<file path="src/rtl/sfir_tap_sequencer.sv">
// Tap sequencer for a time-multiplexed FIR MAC: keeps the last nbtap samples in a
// circular buffer and streams x[n]..x[n-nbtap+1] per accepted sample.
// Optional build macro SFIR_TAP_REVERSE_EN streams oldest tap first instead.
module sfir_tap_sequencer #(
    parameter int dsize = 16,
    parameter int nbtap = 4
) (
    input  logic                     clk,
    input  logic                     rst_n,
    input  logic [dsize-1:0]         datain,
    input  logic                     din_valid,
    output logic                     din_ready,
    output logic [dsize-1:0]         tap_data,
    output logic [$clog2(nbtap)-1:0] tap_idx,
    output logic                     tap_valid,
    input  logic                     tap_ready,
    output logic                     tap_last,
    output logic                     busy
);

    localparam int IW = $clog2(nbtap);
    localparam int FW = $clog2(nbtap + 1);
    localparam logic [IW-1:0] NB_M1    = IW'(nbtap - 1);
    localparam logic [FW-1:0] FILL_MAX = FW'(nbtap);

`ifdef SFIR_TAP_REVERSE_EN
    localparam logic [IW-1:0] FIRST_K = NB_M1;
    localparam logic [IW-1:0] LAST_K  = {IW{1'b0}};
`else
    localparam logic [IW-1:0] FIRST_K = {IW{1'b0}};
    localparam logic [IW-1:0] LAST_K  = NB_M1;
`endif

    typedef enum logic [0:0] {
        ST_IDLE = 1'b0,
        ST_SEQ  = 1'b1
    } state_t;

    state_t               state_q, state_d;
    logic [dsize-1:0]     buf_q [nbtap];
    logic [IW-1:0]        wr_ptr_q, wr_ptr_d;
    logic [IW-1:0]        rd_ptr_q, rd_ptr_d;
    logic [FW-1:0]        fill_q, fill_d;
    logic [dsize-1:0]     tap_data_q, tap_data_d;
    logic [IW-1:0]        tap_idx_q, tap_idx_d;
    logic                 tap_valid_q, tap_valid_d;
    logic                 tap_last_q, tap_last_d;
    logic                 busy_q, busy_d;
    logic                 din_ready_q, din_ready_d;

    logic                 accept_s;
    logic                 wr_en_s;
    logic [FW-1:0]        fill_inc_s;
    logic [IW-1:0]        next_k_s;
    logic [IW-1:0]        rd_newest_s;
    logic [FW-1:0]        rd_fill_s;
    logic [IW-1:0]        rd_addr_s;
    logic [dsize-1:0]     rd_data_s;

    // (newest - k) mod nbtap without relying on power-of-two truncation
    function automatic logic [IW-1:0] tap_addr(input logic [IW-1:0] newest,
                                               input logic [IW-1:0] k);
        logic [IW:0] sum;
        if (newest >= k) begin
            sum = {1'b0, newest} - {1'b0, k};
        end else begin
            sum = {1'b0, newest} + (IW+1)'(nbtap) - {1'b0, k};
        end
        return sum[IW-1:0];
    endfunction

    function automatic logic [IW-1:0] step_k(input logic [IW-1:0] k);
`ifdef SFIR_TAP_REVERSE_EN
        return k - IW'(1);
`else
        return k + IW'(1);
`endif
    endfunction

    // Read path: data for the tap presented on the next edge
    always_comb begin
        accept_s    = (state_q == ST_IDLE) && din_valid && din_ready_q;
        fill_inc_s  = (fill_q == FILL_MAX) ? FILL_MAX : fill_q + FW'(1);
        next_k_s    = step_k(tap_idx_q);
        rd_newest_s = rd_ptr_q;
        rd_fill_s   = fill_q;
        rd_data_s   = {dsize{1'b0}};
        if (accept_s) begin
            next_k_s    = FIRST_K;
            rd_newest_s = wr_ptr_q;
            rd_fill_s   = fill_inc_s;
        end else begin
            next_k_s    = step_k(tap_idx_q);
        end
        rd_addr_s = tap_addr(rd_newest_s, next_k_s);
        // Slots beyond the fill level are zero-padded; the word being written bypasses
        if (FW'(next_k_s) < rd_fill_s) begin
            if (accept_s && (rd_addr_s == wr_ptr_q)) begin
                rd_data_s = datain;
            end else begin
                rd_data_s = buf_q[rd_addr_s];
            end
        end else begin
            rd_data_s = {dsize{1'b0}};
        end
    end

    // Sequencer next-state and registered-output next values
    always_comb begin
        state_d     = state_q;
        wr_ptr_d    = wr_ptr_q;
        rd_ptr_d    = rd_ptr_q;
        fill_d      = fill_q;
        tap_data_d  = tap_data_q;
        tap_idx_d   = tap_idx_q;
        tap_valid_d = tap_valid_q;
        tap_last_d  = tap_last_q;
        busy_d      = busy_q;
        din_ready_d = din_ready_q;
        wr_en_s     = 1'b0;
        case (state_q)
            ST_IDLE: begin
                din_ready_d = 1'b1;
                busy_d      = 1'b0;
                if (accept_s) begin
                    wr_en_s     = 1'b1;
                    wr_ptr_d    = (wr_ptr_q == NB_M1) ? {IW{1'b0}} : wr_ptr_q + IW'(1);
                    rd_ptr_d    = wr_ptr_q;
                    fill_d      = fill_inc_s;
                    state_d     = ST_SEQ;
                    din_ready_d = 1'b0;
                    busy_d      = 1'b1;
                    tap_valid_d = 1'b1;
                    tap_idx_d   = next_k_s;
                    tap_data_d  = rd_data_s;
                    tap_last_d  = (next_k_s == LAST_K);
                end else begin
                    state_d = ST_IDLE;
                end
            end
            ST_SEQ: begin
                if (tap_valid_q && tap_ready) begin
                    if (tap_last_q) begin
                        state_d     = ST_IDLE;
                        tap_valid_d = 1'b0;
                        tap_last_d  = 1'b0;
                        busy_d      = 1'b0;
                        din_ready_d = 1'b1;
                    end else begin
                        tap_idx_d  = next_k_s;
                        tap_data_d = rd_data_s;
                        tap_last_d = (next_k_s == LAST_K);
                    end
                end else begin
                    state_d = ST_SEQ;
                end
            end
            default: begin
                state_d     = ST_IDLE;
                tap_valid_d = 1'b0;
                tap_last_d  = 1'b0;
                busy_d      = 1'b0;
                din_ready_d = 1'b0;
            end
        endcase
    end

    // Control and output registers
    always_ff @(posedge clk or negedge rst_n) begin
        if (!rst_n) begin
            state_q     <= ST_IDLE;
            wr_ptr_q    <= {IW{1'b0}};
            rd_ptr_q    <= {IW{1'b0}};
            fill_q      <= {FW{1'b0}};
            tap_data_q  <= {dsize{1'b0}};
            tap_idx_q   <= {IW{1'b0}};
            tap_valid_q <= 1'b0;
            tap_last_q  <= 1'b0;
            busy_q      <= 1'b0;
            din_ready_q <= 1'b0;
        end else begin
            state_q     <= state_d;
            wr_ptr_q    <= wr_ptr_d;
            rd_ptr_q    <= rd_ptr_d;
            fill_q      <= fill_d;
            tap_data_q  <= tap_data_d;
            tap_idx_q   <= tap_idx_d;
            tap_valid_q <= tap_valid_d;
            tap_last_q  <= tap_last_d;
            busy_q      <= busy_d;
            din_ready_q <= din_ready_d;
        end
    end

    // Sample storage, cleared on reset so nothing stale survives
    always_ff @(posedge clk or negedge rst_n) begin
        if (!rst_n) begin
            for (int i = 0; i < nbtap; i++) begin
                buf_q[i] <= {dsize{1'b0}};
            end
        end else if (wr_en_s) begin
            buf_q[wr_ptr_q] <= datain;
        end else begin
            buf_q <= buf_q;
        end
    end

    assign din_ready = din_ready_q;
    assign tap_data  = tap_data_q;
    assign tap_idx   = tap_idx_q;
    assign tap_valid = tap_valid_q;
    assign tap_last  = tap_last_q;
    assign busy      = busy_q;

endmodule

</file>
<file path="config.mk">
export PLATFORM = sky130hd
export DESIGN_NAME = sfir_tap_sequencer
export DESIGN_NICKNAME = d
export VERILOG_FILES = /design/src/rtl/sfir_tap_sequencer.sv
export SDC_FILE = /design/constraint.sdc
export NUM_CORES = 1
export LEC_CHECK = 0
export CAP_MARGIN = 20
export CORE_UTILIZATION = 59
export DETAILED_ROUTE_END_ITERATION = 10
export GPL_TIMING_DRIVEN = 1
export PLACE_DENSITY = 0.8
export SLEW_MARGIN = 25
export SYNTH_ARGS = -nofsm -noshare
export SYNTH_HDL_FRONTEND = slang
export SYNTH_SLANG_ARGS = --single-unit
</file>
<file path="constraint.sdc">
create_clock -name clk -period 5.91 [get_ports clk]
set_input_delay 1.773 -clock clk [delete_from_list [all_inputs] [get_ports clk]]
set_output_delay 1.773 -clock clk [all_outputs]
set_load 0.01 [all_outputs]
</file>
==> out/metrics.cfg <==
[clock_network]
cts_buffers=9
cts-root-buf=clkbuf_8
clk_pin_slew_ns=0.09
cts_tree=yes
post_cts_buffers=0
ctsResizeCount=0
htreeDepth=3
clockBufferDepth=2
hold_buffers=0
cts.sinks=94
insertion_delay_ns=0.35

[global_routing]
antenna_found_initial=0
grt_start_max_net_pins=49
grt_overflow_total=0
grtUsageTotal=0.2340
grt_pass1_wl_um=13330
grt_pass1_vias=2684

[layout]
drive_above_1_share=0.2676
finalNonFillerCells=451
final_util=0.7089
area_delta_synth_final_pct=15.01
diodes=0
nets=377

[routing]
first_pass_iters=5
drt_iter0_markers=127
ant_nets=0
wl_per_cell_um=17.77
drc=0
via_per_inst=5.907
vias=2664
wl_um=8015

[floorplan]
ios=42
die_x_um=86.72
fp.dieH_um=86.72
rows=30
start_util=0.6164
core_area_mm2=0.006869
die_area_mm2=0.007519

[placement]
dp_hpwl_um=4960
gp_congestion=0.8035
dp.cells=435
port_buffers=41
place_ws_ns=1.367

[synthesis]
seq_area_frac_synth=0.5556
synth_area_mm2=0.004234
synth.area.top_cells=dfrtp_1 (56%), mux2_2 (17%), mux2i_1 (7.8%)
synth_fa_ha_area_frac=0.02069
synth_edf_count=0
ys_ff_latch=94
synth_flop_cell=dfrtp_1
netlist.area_leader.share=0.5556
syn_inst=307
synth_warnings=0
syn_nets=334
yosysTopAreaCell=dfrtp_1
async_flop_share=1.000
netlist-cell-type-count=32
synth_xor_area_frac=0.008274
yosys.area_share.simple=0.05290
avgSynthCellArea_um2=13.79
synth_top_family_by_area=multiplexers
synth_compound_area_frac=0.07801
muxShareOfSynthArea=0.2562

[pwr]
ir_drop_mv=0.2819
p_sw_frac=0.3652
p_int_uw=1822
power_density_mw_per_mm2=589.5
combPwrFrac=0.465
p_clk_frac=0.133
switchingPower_uw=1048
leakage_uw=0.002190
pwr-share-seq=0.402

[setup_path]
crit_buf_inv=2
cpPeakStageDelay_ns=0.73
start_kind=input port
required_ns=6.14
end_kind=flip-flop
worstPathCellList=clkdlybuf4s50_1 -> nand2_1 -> nor2_2 -> buf_4 -> nor2_1 -> ha_1 -> nand4bb_1 -> nand4_1 -> o221ai_1
crit_type=in2reg
crit_fanout=16
reg2regPathDepth=7
slowest_stage=nand4_1
r2r_setup_slack_ns=3.20
critical-path-top-delay-family=simple AND/OR/NAND/NOR gates
arrival_ns=4.43
r2r-start=fill_q[0]
timing.rr.end=tap_data[2]

[sta]
report.final.setup_viol=0
fin_ws_ns=1.713
fin_crit_ns=4.197
fin_setup_tns_ns=0
rsz0062_at_grt=false
fmax_ghz=0.2383
finalCritPeriodShare=0.7101
max_slew.worst_pin.slew_ns=0.9046
skew_ns=0.009170
hold_viol_final=0
maxSlewViolCount=0
slew_headroom=0.3951

[min_path]
hold_path_depth=1
hold_start=buf_q[9]
hold_end=buf_q[9]
holdCritPathClass=reg2reg

[status]
outcome=finished clean

[flow_run]
max_cap_viol_count=0

cell usage after synthesis (all sizes together) (2+ instances only):
library cell and n:
a22oi 16, nand2b 2, o21ai 6, mux2 65
ha 7, mux2i 34, nand3 4, clkbuf 3
xnor2 4, o221ai 16, nand3b 2, nor2 10
a21oi 4, inv 6, a31oi 2, dfrtp 94
buf 10, nand2 15
layout make-up:
type,instances,area (um2)
inverter,6,22.52
fill,512,1999
sequential,94,2352
multi-input combinational,194,1762
timing repair buffer,45,437.9
clock buffer,10,127.6
tap,96,120.1
clock inverter,6,47.55
worst max-delay path by stage:
| stage | cells past startpoint | from | endpoint | slack, ns |
|---|---|---|---|---|
| after floorplan | 10 | din_valid | tap_data[5] | 2.23 |
| after global placement | 9 | din_valid | tap_data[3] | 1.54 |
| after detailed placement | 9 | din_valid | tap_data[2] | 1.37 |
| after CTS | 9 | din_valid | tap_data[2] | 1.72 |
| after global routing | 9 | din_valid | tap_data[2] | 1.62 |
| final | 9 | din_valid | tap_data[2] | 1.71 |
state kept, by name, summed over array words and instances (netlist names):
register	cells
tap_valid	1
tap_data	16
din_ready	1
fill_q	3
state_q	1
tap_last	1
tap_idx	2
busy	1
wr_ptr_q	2
rd_ptr_q	2
buf_q	64
layout by cell type, fill, tap and decap left out:
cell type	n
a31oi_1	2
nor2_1	8
mux2_2	65
clkinvlp_4	1
nand2_1	11
nor2_2	2
inv_1	6
ha_1	7
nand3_1	4
o221ai_1	16
mux2i_1	33
nand2b_1	1
clkdlybuf4s50_1	40
nand4_1	1
o21a_1	1
mux2i_4	1
nand4b_2	1
clkbuf_8	9
clkinv_2	1
dfrtp_1	94
o21ai_0	6
inv_6	1
clkbuf_1	1
nand3b_1	1
nor2b_1	1
nand2_2	4
or3_1	1
nand2b_2	1
a21oi_1	4
clkinv_4	3
buf_4	5
nand3b_4	1
or2b_1	1
a22oi_1	16
xnor2_1	4
nand4bb_1	1
metal layers:
layer	global-route usage	part of all wire	vias to the layer above
li1	-	-	1224
met3	0.04286	0.050	8
met4	0.08182	0.0067	0
met1	0.3207	0.46	1356
met2	0.3781	0.49	76
met5	0	0	-
logic make-up after synthesis:
logic type                 Yosys count
muxes                               99
AOI/OAI and AO/OA                   45
DFF                                 94
and+or+nand+nor                     39
adders and majority gates            7
buffers and inverters               19
xor gates and xnor gates             4
power groups by stage:
| stage | sequential [uW] | combinational [uW] | clock, uW |
|---|---|---|---|
| 2_1_floorplan | 1140 | 1050 | 0 |
| 3_3_place_gp | 1150 | 1310 | 0 |
| 3_5_place_dp | 1160 | 1350 | 0 |
| 4_1_cts | 1150 | 1350 | 390 |
| 5_1_grt | 1190 | 1450 | 417 |
| 6_report | 1150 | 1340 | 383 |
through the flow:
| step | hold slack, ns | area [um2] | power [uW] |
|---|---|---|---|
| finish | 0.5111 | 4870 | 2870 |
| global route | 0.5177 | 4870 | 3054 |
| CTS | 0.5120 | 4870 | 2887 |
| detailed placement | 0.4920 | 4695 | 2507 |
| global placement | 0.4861 | 4695 | 2455 |
| floorplan | 0.4677 | 4234 | 2190 |
Note: power is estimated with default switching activity, not from simulation.
